<file path="src/rtl/param_call_stack_if.sv">
// Bus bundle for param_call_stack: operation controls in, top-of-stack and status out.
// WIDTH/DEPTH must match the parameters of the attached param_call_stack.
interface param_call_stack_if #(
   parameter int WIDTH = 32,
   parameter int DEPTH = 16
);
   localparam int CW = $clog2(DEPTH + 1);

   logic             en;
   logic             push;
   logic             pop;
   logic             flush;
   logic             err_clr;
   logic [WIDTH-1:0] data_in;
   logic [WIDTH-1:0] data_out;
   logic [CW-1:0]    count;
   logic             empty;
   logic             full;
   logic             overflow;
   logic             underflow;

   modport master (
      output en, push, pop, flush, err_clr, data_in,
      input  data_out, count, empty, full, overflow, underflow
   );

   modport slave (
      input  en, push, pop, flush, err_clr, data_in,
      output data_out, count, empty, full, overflow, underflow
   );
endinterface

</file>
<file path="src/rtl/param_call_stack.sv">
// Parametrised return-address stack with registered top-of-stack and sticky error flags.
// Define PARAM_CALL_STACK_WRAP_EN for circular mode (push while full overwrites oldest).
module param_call_stack #(
   parameter int WIDTH = 32,
   parameter int DEPTH = 16
) (
   input logic               clk,
   input logic               rst_n,
   param_call_stack_if.slave bus
);
   localparam int CW = $clog2(DEPTH + 1);
   localparam int AW = $clog2(DEPTH);
   localparam logic [CW-1:0] CNT_MAX  = CW'(DEPTH);
   localparam logic [CW-1:0] CNT_ONE  = CW'(1);
   localparam logic [CW-1:0] CNT_ZERO = {CW{1'b0}};
   localparam logic [AW-1:0] PTR_ONE  = AW'(1);
   localparam logic [AW-1:0] PTR_TWO  = AW'(2);
   localparam logic [AW-1:0] PTR_ZERO = {AW{1'b0}};

   logic [WIDTH-1:0] mem_r [DEPTH];
   logic [AW-1:0]    sp_r;
   logic [AW-1:0]    sp_s;
   logic [CW-1:0]    count_r;
   logic [CW-1:0]    count_s;
   logic [WIDTH-1:0] top_r;
   logic [WIDTH-1:0] top_s;
   logic [WIDTH-1:0] below_s;
   logic             ovf_r;
   logic             udf_r;
   logic             ovf_set_s;
   logic             udf_set_s;
   logic             wr_en_s;
   logic [AW-1:0]    wr_addr_s;
   logic             is_empty_s;
   logic             is_full_s;

   // sp_r is the next free slot, so the entry beneath the top sits two below it
   assign is_empty_s = (count_r == CNT_ZERO);
   assign is_full_s  = (count_r == CNT_MAX);
   assign below_s    = mem_r[sp_r - PTR_TWO];

   // Next-state decode in priority order flush > push&pop > push > pop
   always_comb begin
      sp_s      = sp_r;
      count_s   = count_r;
      top_s     = top_r;
      wr_en_s   = 1'b0;
      wr_addr_s = sp_r;
      ovf_set_s = 1'b0;
      udf_set_s = 1'b0;
      if (!bus.en) begin
         sp_s = sp_r;
      end else if (bus.flush) begin
         sp_s    = PTR_ZERO;
         count_s = CNT_ZERO;
         top_s   = {WIDTH{1'b0}};
      end else if (bus.push && bus.pop) begin
         top_s   = bus.data_in;
         wr_en_s = 1'b1;
         if (is_empty_s) begin
            udf_set_s = 1'b1;
            sp_s      = sp_r + PTR_ONE;
            count_s   = CNT_ONE;
         end else begin
            wr_addr_s = sp_r - PTR_ONE;
         end
      end else if (bus.push) begin
         if (is_full_s) begin
            ovf_set_s = 1'b1;
`ifdef PARAM_CALL_STACK_WRAP_EN
            // With count at DEPTH, sp_r points at the oldest entry
            wr_en_s   = 1'b1;
            sp_s      = sp_r + PTR_ONE;
            top_s     = bus.data_in;
`else
            wr_en_s   = 1'b0;
`endif
         end else begin
            wr_en_s = 1'b1;
            sp_s    = sp_r + PTR_ONE;
            count_s = count_r + CNT_ONE;
            top_s   = bus.data_in;
         end
      end else if (bus.pop) begin
         if (is_empty_s) begin
            udf_set_s = 1'b1;
         end else begin
            sp_s    = sp_r - PTR_ONE;
            count_s = count_r - CNT_ONE;
            top_s   = (count_r == CNT_ONE) ? {WIDTH{1'b0}} : below_s;
         end
      end else begin
         sp_s = sp_r;
      end
   end

   // Pointer, count, top-of-stack and sticky flag registers; frozen while en is low
   always_ff @(posedge clk or negedge rst_n) begin
      if (!rst_n) begin
         sp_r    <= PTR_ZERO;
         count_r <= CNT_ZERO;
         top_r   <= {WIDTH{1'b0}};
         ovf_r   <= 1'b0;
         udf_r   <= 1'b0;
      end else if (bus.en) begin
         sp_r    <= sp_s;
         count_r <= count_s;
         top_r   <= top_s;
         ovf_r   <= ovf_set_s | (ovf_r & ~bus.err_clr);
         udf_r   <= udf_set_s | (udf_r & ~bus.err_clr);
      end else begin
         sp_r    <= sp_r;
         count_r <= count_r;
         top_r   <= top_r;
         ovf_r   <= ovf_r;
         udf_r   <= udf_r;
      end
   end

   // Entry storage, intentionally not reset
   always_ff @(posedge clk) begin
      if (wr_en_s) begin
         mem_r[wr_addr_s] <= bus.data_in;
      end
   end

   assign bus.data_out  = top_r;
   assign bus.count     = count_r;
   assign bus.empty     = is_empty_s;
   assign bus.full      = is_full_s;
   assign bus.overflow  = ovf_r;
   assign bus.underflow = udf_r;
endmodule

</file>
<file path="src/flat_wrapper.sv">
// flat-port wrapper written by rule: the top's interface ports become plain ports
module param_call_stack_flat 
#(
   parameter int WIDTH = 32,
   parameter int DEPTH = 16
)
  (clk, rst_n, bus_en, bus_push, bus_pop, bus_flush, bus_err_clr, bus_data_in, bus_data_out, bus_count, bus_empty, bus_full, bus_overflow, bus_underflow);
  param_call_stack_if #(.WIDTH(WIDTH), .DEPTH(DEPTH)) bus_i ();
  input logic clk;
  input logic rst_n;
  input wire logic [$bits(bus_i.en)-1:0] bus_en;
  input wire logic [$bits(bus_i.push)-1:0] bus_push;
  input wire logic [$bits(bus_i.pop)-1:0] bus_pop;
  input wire logic [$bits(bus_i.flush)-1:0] bus_flush;
  input wire logic [$bits(bus_i.err_clr)-1:0] bus_err_clr;
  input wire logic [$bits(bus_i.data_in)-1:0] bus_data_in;
  output wire logic [$bits(bus_i.data_out)-1:0] bus_data_out;
  output wire logic [$bits(bus_i.count)-1:0] bus_count;
  output wire logic [$bits(bus_i.empty)-1:0] bus_empty;
  output wire logic [$bits(bus_i.full)-1:0] bus_full;
  output wire logic [$bits(bus_i.overflow)-1:0] bus_overflow;
  output wire logic [$bits(bus_i.underflow)-1:0] bus_underflow;
  assign bus_i.en = bus_en;
  assign bus_i.push = bus_push;
  assign bus_i.pop = bus_pop;
  assign bus_i.flush = bus_flush;
  assign bus_i.err_clr = bus_err_clr;
  assign bus_i.data_in = bus_data_in;
  assign bus_data_out = bus_i.data_out;
  assign bus_count = bus_i.count;
  assign bus_empty = bus_i.empty;
  assign bus_full = bus_i.full;
  assign bus_overflow = bus_i.overflow;
  assign bus_underflow = bus_i.underflow;
  param_call_stack #(.WIDTH(WIDTH), .DEPTH(DEPTH)) u_core (.clk(clk), .rst_n(rst_n), .bus(bus_i));
endmodule
</file>
<file path="config.mk">
export PLATFORM = sky130hd
export DESIGN_NAME = param_call_stack_flat
export DESIGN_NICKNAME = d
export VERILOG_FILES = /design/src/rtl/param_call_stack_if.sv /design/src/rtl/param_call_stack.sv /design/src/flat_wrapper.sv
export SDC_FILE = /design/constraint.sdc
export NUM_CORES = 1
export LEC_CHECK = 0
export ABC_CLOCK_PERIOD_IN_PS = 10900
export BUFFER_PORTS_ARGS = -buffer_cell sky130_fd_sc_hd__clkbuf_2
export CAP_MARGIN = 20
export CELL_PAD_IN_SITES_DETAIL_PLACEMENT = 1
export CELL_PAD_IN_SITES_GLOBAL_PLACEMENT = 1
export CORE_MARGIN = 2
export CORE_UTILIZATION = 35
export DETAILED_ROUTE_END_ITERATION = 10
export PLACE_DENSITY_LB_ADDON = 0.12
export SLEW_MARGIN = 20
export SYNTH_ARGS = -nofsm -noshare
export SYNTH_HDL_FRONTEND = slang
export SYNTH_SLANG_ARGS = --single-unit
</file>
<file path="constraint.sdc">
create_clock -name clk -period 10.9 [get_ports clk]
set_input_delay 1.635 -clock clk [delete_from_list [all_inputs] [get_ports clk]]
set_output_delay 1.635 -clock clk [all_outputs]
set_load 0.005 [all_outputs]
</file>
# Yosys cells after proc, flatten, opt, wreduce, memory -nomap -nowiden
# Memories as Yosys holds them, arrays and structs flattened.
# Cells that the tools add are included.
[totals]
reg_bits = 43
ram_bits = 512
in_bits = 39
mem_count = 1
[op_classes]
add_sub_neg = 5
n_eq_ne = 5
muxes = 42
n_bitwise = 5
reduce_logical = 6
[mem_list]
columns = ["memory", "words", "width", "read_ports", "rd_clocked_by_memory_dff", "write_ports", "line", "rtl"]
rows = [
  ["u_core.mem_r", 16, 32, 1, 0, 1, "param_call_stack.sv:20", "logic [WIDTH-1:0] mem_r [DEPTH];"],
]
[op_table]
columns = ["cell", "n"]
rows = [
  ["$mux W32", 7],
  ["$mux W4", 10],
  ["$mux W5", 7],
  ["$mux W1", 18],
  ["$ne A4 B3 Y1 const B", 2],
  ["$reduce_and A4 Y1", 2],
  ["$add A5 B1 Y5 const B", 1],
  ["$eq A5 B1 Y1 const B", 1],
  ["$eq A5 B5 Y1 const B", 1],
  ["$logic_not A5 Y1", 1],
  ["$reduce_and A5 Y1", 1],
  ["$sub A5 B1 Y5 const B", 1],
  ["$add A4 B1 Y4 const B", 1],
  ["$reduce_bool A4 Y1", 1],
  ["$sub A4 B1 Y4 const B", 1],
  ["$sub A4 B2 Y4 const B", 1],
  ["$ne A3 B3 Y1 const B", 1],
  ["$and A1 B1 Y1", 2],
  ["$or A1 B1 Y1", 2],
  ["$logic_and A1 B1 Y1", 1],
  ["$not A1 Y1", 1],
]

# Logic depth before layout (Yosys ltp)
# Gate-level depths: netlist of run 1.
[logic_depth]
word_depth = 8
depth_mapped = 10

# Worst setup path before layout of run 1
# Ideal clock, no wire load.
[synth_path]
path_type = "input port to flip-flop"
startpoint = "in bus_push"
endpoint = "mem u_core.mem_r[10][0] (enable)"
setup_ns = 0.432
t_arrival_ns = 4.305
setup_slack_ns = 6.163
stages = 6
path_cell_list = "buf_4 > clkbuf_1 > nand2_1 > nor4_1 > mux2i_1 > a21oi_1"
[synth_via]
elab_chain_len = 6
word_cells_on_any_way = 10
cone_classes = "mux (9); reduce/logical (1)"
[synth_rtl]
columns = ["element", "line", "rtl"]
rows = [
  ["start, declared", "flat_wrapper.sv:12", "input wire logic [$bits(bus_i.push)-1:0] bus_push;"],
  ["$mux W1 or $logic_and A1 B1 Y1 (tied branches)", "param_call_stack.sv:67, param_call_stack.sv:57", ""],
  ["$mux W1", "param_call_stack.sv:57", "end else if (bus.push && bus.pop) begin"],
  ["$mux W1", "param_call_stack.sv:53", "end else if (bus.flush) begin"],
  ["$mux W1", "param_call_stack.sv:51", "if (!bus.en) begin"],
  ["$mux W1", "param_call_stack.sv:122", "if (wr_en_s) begin"],
  ["$mux W1 (not written as such)", "param_call_stack.sv:123", "mem_r[wr_addr_s] <= bus.data_in;"],
  ["end, declared", "param_call_stack.sv:20", ""],
]
# Several ways; a longest one is shown, not always the timed one.

# Final worst setup path of run 1
[layout_path]
startpoint = "in bus_flush"
endpoint = "mem u_core.mem_r[10][1] (enable)"
[layout_via]
elab_chain_len = 4
word_cells_on_any_way = 6
cone_classes = "mux (6)"
[layout_rtl]
columns = ["element", "line", "rtl"]
rows = [
  ["start, declared", "flat_wrapper.sv:14", "input wire logic [$bits(bus_i.flush)-1:0] bus_flush;"],
  ["$mux W1", "param_call_stack.sv:53", ""],
  ["$mux W1", "param_call_stack.sv:51", ""],
  ["$mux W1", "param_call_stack.sv:122", ""],
  ["$mux W1 (not written as such)", "param_call_stack.sv:123", ""],
]
# Several ways; a longest one is shown, not always the timed one.

==> results of run 1 <==
[worst reg2reg max path, delay by kind of cell (launching register included)]
family	cells	cell delay, ns
and+or+nand+nor	1	0.39
buffers and inverters	2	0.76
AOI/OAI and AO/OA	3	1.17
adders and majority gates	1	0.37
DFF	1	0.92
[layout make-up]
class,instances,area share (%)
Timing Repair Buffer,105,2.33
Clock buffer,78,6.33
Clock inverter,34,1.71
Inverter,13,0.188
Sequential cell,555,63.5
Multi-Input combinational cell,442,21.9
Tap cell,846,4.08
[worst max-delay path by stage]
stage | startpoint | depth (start not counted) | to
2_1_floorplan | bus_push | 6 | u_core.mem_r[10][0]
3_3_place_gp | bus_flush | 7 | u_core.mem_r[11][30]
3_5_place_dp | bus_flush | 7 | u_core.mem_r[10][30]
4_1_cts | bus_flush | 7 | u_core.mem_r[11][1]
5_1_grt | u_core.sp_r[0] | 5 | u_core.mem_r[10][1]
6_report | bus_flush | 7 | u_core.mem_r[10][1]
[logic make-up (layout without fill, tap and decap cells)]
logic type                 count (synthesis)  after routing  synth area share (%)
AOI/OAI and AO/OA                        120            120                  4.14
adders and majority gates                  9              9                 0.505
xor gates and xnor gates                   4              4                 0.241
DFF                                      555            555                  73.7
buffers and inverters                     81            230                  1.75
muxes                                    231            231                  17.7
and+or+nand+nor                           78             78                  1.90
[state kept, by name (all words and copies together), names as in the netlist]
signal and cells:
u_core.bus.count 5, u_core.bus.data_out 32, u_core.bus.overflow 1, u_core.bus.underflow 1, u_core.mem_r 512, u_core.sp_r 4
[metal layers]
layer | track usage (%) | part of all wire [%]
met3 | 2.57 | 3.5
met2 | 28.1 | 49
met4 | 4.78 | 2.1
met5 | 0 | 0.042
met1 | 23.1 | 45
[metrics by stage]
step | utilization (%) | setup slack, ns
after global placement | 37.8 | 6.15
final | 41.1 | 6.79
after floorplan | - | 6.16
after detailed placement | 37.8 | 6.12
after global routing | 41.1 | 6.55
after CTS | 41.1 | 6.76
[power groups by stage]
| stage | logic (uW) | registers [uW] | clock network [uW] |
|---|---|---|---|
| 2_1_floorplan | 1190 | 2530 | 0 |
| 3_3_place_gp | 1630 | 2610 | 0 |
| 3_5_place_dp | 1650 | 2610 | 0 |
| 4_1_cts | 1650 | 2570 | 2200 |
| 5_1_grt | 1750 | 2580 | 2270 |
| 6_report | 1600 | 2560 | 2140 |
[cells in the mapped netlist, types with 2 or more instances]
library cell  count
nand2_1          36
inv_1            13
dfrtp_1          43
nand3_1           5
buf_4            10
nand3b_1          2
a22o_1            2
nor3_1            6
o211ai_1          3
a211oi_1          3
nor4b_1           2
o21ai_0           2
clkbuf_1         23
o21ai_1           4
and4_1            4
nor4_1            2
nand4_1           4
o221ai_1         32
edfxtp_1        512
ha_1              9
xnor2_1           2
a21bo_2           2
a31oi_1           2
a22oi_1          34
buf_2            33
mux2i_1          70
a21oi_1          20
mux2_2           33
nor2_1            6
mux4_2          128
==> flow_metrics.py, run 1 <==
metrics = {
    "worst_setup_path": {
        "cp.required_ns": 11.17,
        "endpoint_kind": "flip-flop",
        "critPathMaxFanout": 42,
        "arrival_ns": 4.38,
        "r2r_end": "u_core.mem_r[11][1]",
        "critical_path_class": "primary input to flip-flop",
        "r2r-start": "u_core.sp_r[1]",
        "worstSetupStartpointType": "primary input",
        "crit_family": "compound AO/OA/AOI/OAI gates",
        "r2r_slack_ns": 6.93,
        "crit_top_cell": "buf_4",
        "crit_chain": "clkbuf_2 > buf_4 > nand3b_1 > a2111oi_1 > mux2i_1 > a21oi_4 > buf_4",
        "path_buf_inv": 3,
        "r2r_cells": 7,
        "slowest_stage": "a21oi_4",
        "slowest_delay_ns": 0.60,
    },
    "grt": {
        "antenna_found_initial": 2,
        "grt_pass1_wl_um": 82700,
        "overflow": 0,
        "track_usage_pct": 16.9,
        "grt_max_degree": 88,
        "grt_pass1_vias": 12300,
    },
    "clock_tree": {
        "cts_sinks": 555,
        "tritoncts": "built",
        "hold_buffers": 0,
        "h-tree-depth": 2,
        "clk_path_buf_depth": 3,
        "cts_resized": 0,
        "cts_root_buf": "clkbuf_16",
        "cts_setup_buffers": 0,
        "clkSlewWorstSetupHoldPaths_ns": 0.06,
        "clock_latency_ns": 0.62,
        "numCtsBuffers": 59,
    },
    "synthesis": {
        "synth-async-reset-ratio_pct": 7.75,
        "ys_warn_count": 0,
        "syn_nets": 1126,
        "synth-edff-count": 512,
        "synthCells": 1078,
        "synthFlopType": "edfxtp_1",
        "syn_avg_cell_area_um2": 20.7,
        "synth.top_cell.area_share_pct": 68.9,
        "synth.area.top_cells": "edfxtp_1 (69%), mux4_2 (13%), dfrtp_1 (4.8%), mux2i_1 (3.1%), mux2_2 (1.7%)",
        "yosysTopAreaCell": "edfxtp_1",
        "yosys.cell_types.count": 61,
        "synth-seq-cells": 555,
        "synthesis.area_um2": 22300,
        "synth-seq-area-share_pct": 73.7,
    },
    "pwr": {
        "seqPwrFrac_pct": 40.7,
        "power.total_uw": 6300,
        "clock_power_share_pct": 33.9,
        "netSwitchingFraction_pct": 28.7,
        "p_leak_uw": 0.00851,
        "powerDensity_nw_per_um2": 243,
        "p_sw_uw": 1810,
        "p_int_uw": 4490,
        "vdd_drop_max_v": 0.000136,
        "combPwrFrac_pct": 25.4,
    },
    "hold_path": {
        "holdPathEnd": "u_core.bus.underflow",
        "min_path_type": "flip-flop to flip-flop",
        "min-delay-start": "u_core.bus.underflow",
        "hold_depth": 1,
    },
    "routing": {
        "first_iter_violations": 700,
        "wirelength_um": 54400,
        "first_pass_iters": 5,
        "ant_nets": 0,
        "vias": 11000,
        "drc": 0,
        "wl_per_cell_um": 26.3,
        "avgViaCountPerCell": 5.29,
    },
    "floorplan": {
        "io_pins": 80,
        "die_h_um": 256,
        "core_um2": 63100,
        "initial_core_util_pct": 35.4,
        "die_x_um": 256,
        "die_area_um2": 65800,
        "rows": 92,
    },
    "sta": {
        "period_share_pct": 37.7,
        "fin_crit_ns": 4.11,
        "final_hold_viol_count": 0,
        "rsz0062_at_grt": "no",
        "drv_slew": 0,
        "setup_viol": 0,
        "setup_tns_ns": 0,
        "fmax_ghz": 0.243,
        "hold_ws_ns": 0.522,
        "tightest_slew_ns": 1.15,
        "relSlewSlack_pct": 23.3,
        "finalClockSkew_ns": 0.0140,
    },
    "cells_and_area": {
        "nets": 1224,
        "syn2layout_area_growth_pct": 16.2,
        "diodes": 0,
        "fillers": 6022,
        "fin_cells": 2073,
        "multiInputGateArea_um2": 5680,
        "final_common_cell": "edfxtp_1",
        "final_cell_mix": "edfxtp_1 (512), mux4_2 (128), clkbuf_2 (78), mux2i_1 (70), clkbuf_16 (61)",
        "layout-drive-gt1-share_pct": 32.4,
        "register_area_um2": 16500,
        "final_area_um2": 25900,
    },
    "placement": {
        "place_congestion": 0.729,
        "io_buffers": 79,
        "placed_area_um2": 23800,
        "place_hpwl_um": 30100,
        "dpl.cell_count": 1961,
    },
    "run_status": {
        "outcome": "finished clean",
    },
    "flow_run": {
        "cap_viol_max_count": 0,
    },
}
(Power assumes the default switching activity.)
==> run 2: changes to the inputs <==
Settings changed: ABC_CLOCK_PERIOD_IN_PS 10900 to 3700.
Clock period 10.9 ns to 3.7 ns, I/O delays scaled along.
==> flow_metrics.py, run 2 (same netlist as run 1, synthesis figures left out) <==
metrics = {
    "sta": {
        "period_share_pct": 91.0,
        "drv_slew": 0,
        "tightest_slew_ns": 1.16,
        "setup_viol": 0,
        "relSlewSlack_pct": 22.5,
        "finalClockSkew_ns": 0.0224,
        "fmax_ghz": 0.297,
        "rsz0062_at_grt": "no",
        "fin_ws_ns": 0.334,
        "final_hold_viol_count": 0,
        "hold_ws_ns": 0.278,
        "fin_crit_ns": 3.37,
    },
    "worst_setup_path": {
        "critPathMaxFanout": 9,
        "r2r-start": "u_core.bus.count[0]",
        "crit_start": "u_core.bus.count[0]",
        "arrival_ns": 3.70,
        "critical_path_class": "flip-flop to flip-flop",
        "cp.required_ns": 4.03,
        "r2r_end": "u_core.mem_r[10][5]",
        "endpoint_kind": "flip-flop",
        "endpoint": "u_core.mem_r[10][5]",
        "worstSetupStartpointType": "flip-flop",
        "r2r_cells": 8,
        "r2r_slack_ns": 0.33,
    },
    "clock_tree": {
        "cts_resized": 0,
        "h-tree-depth": 2,
        "clock_latency_ns": 0.63,
        "numCtsBuffers": 61,
        "clkSlewWorstSetupHoldPaths_ns": 0.07,
        "cts_root_buf": "clkbuf_16",
        "clk_path_buf_depth": 3,
        "cts_sinks": 555,
        "tritoncts": "built",
    },
    "grt": {
        "grt_pass1_vias": 12100,
        "overflow": 0,
        "grt_max_degree": 133,
        "use_met2_pct": 29.4,
        "antenna_found_initial": 0,
        "top_usage_layer": "met2",
        "grt_pass1_wl_um": 83900,
        "met1_usage_pct": 23.5,
        "track_usage_pct": 17.3,
        "grt_use_met3_pct": 2.40,
    },
    "flow_run": {
        "cap_viol_max_count": 0,
    },
    "routing": {
        "wirelength_um": 56200,
        "ant_nets": 0,
        "wl_per_cell_um": 26.8,
        "vias": 11000,
        "first_pass_iters": 5,
        "first_iter_violations": 718,
        "drc": 0,
        "avgViaCountPerCell": 5.27,
    },
    "pwr": {
        "p_leak_uw": 0.00863,
        "vdd_drop_max_v": 0.000604,
        "power.total_uw": 18700,
        "powerDensity_nw_per_um2": 711,
    },
    "floorplan": {
        "core_um2": 63100,
        "initial_core_util_pct": 35.4,
        "die_x_um": 256,
        "die_h_um": 256,
        "die_area_um2": 65800,
        "io_pins": 80,
        "rows": 92,
    },
    "cells_and_area": {
        "final_cell_mix": "edfxtp_1 (512), mux4_2 (128), clkbuf_2 (78), mux2i_1 (70), clkbuf_16 (62)",
        "layout-drive-gt1-share_pct": 32.8,
        "fin_cells": 2096,
        "final_common_cell": "edfxtp_1",
        "top_register": "u_core.mem_r",
        "syn2layout_area_growth_pct": 17.6,
        "diodes": 0,
        "nets": 1247,
        "largest_register_ffs": 512,
    },
    "placement": {
        "place_hpwl_um": 33700,
        "place_congestion": 0.714,
        "io_buffers": 79,
        "dpl.cell_count": 1981,
        "dp_slack_ns": 0.271,
    },
    "run_status": {
        "outcome": "finished clean",
    },
    "hold_path": {
        "min-delay-start": "bus_err_clr",
        "min_path_type": "primary input to flip-flop",
    },
}
==> run 2: critical path, stage by stage, from the launching register on <==
cell	delay (ns)
dfrtp_1	0.46
inv_1	0.13
ha_1	0.19
or3b_1	0.54
a2111oi_1	0.61
mux2i_1	0.14
buf_4	0.20
a21oi_4	0.48
buf_4	0.31
==> run 2: layout make-up <==
type | count | area (um2)
inverters | 13 | 48.8
clock buffers | 82 | 1660
well taps | 846 | 1060
multi-input cells | 442 | 5670
fillers | 6056 | 36800
repair buffers | 126 | 951
flip-flops and latches | 555 | 16500
clock inverters | 32 | 394
==> run 2: per-stage QoR <==
step | utilization (%) | TNS [ns] | area, um2
after floorplan | - | -119.22 | 22300
after global placement | 38.3 | 0 | 24200
after detailed placement | 38.3 | 0 | 24200
after CTS | 41.6 | 0 | 26200
after global routing | 41.6 | 0 | 26200
final | 41.6 | 0 | 26200
==> run 2: report_power, final <==
| group | switching [uW] | internal, uW |
|---|---|---|
| sequential | 238 | 7170 |
| clock | 2500 | 3700 |
| combinational | 2720 | 2320 |
| total | 5460 | 13200 |
==> run 2: worst min path at each step <==
stage	to	slack (ns)	depth (start not counted)
after global placement	u_core.bus.data_out[3]	0.50	2
after global routing	u_core.bus.overflow	0.26	3
final	u_core.bus.overflow	0.28	3
after floorplan	u_core.bus.count[0]	0.26	0
after CTS	u_core.bus.overflow	0.24	3
after detailed placement	u_core.bus.data_out[2]	0.51	2
==> run 2: what timing repair did <==
item                                    in CTS  in global routing
hold buffers                                 1                  0
endpoints found under the setup margin       0                  0
hold endpoints to repair                    11                  0
setup buffers                                0                  0
==> run 2: per-layer routing <==
metal | wire [um] | up-vias
met5 | 0 | -
met4 | 978 | 0
met3 | 1790 | 66
met2 | 28200 | 172
met1 | 25300 | 6002
li1 | - | 4804
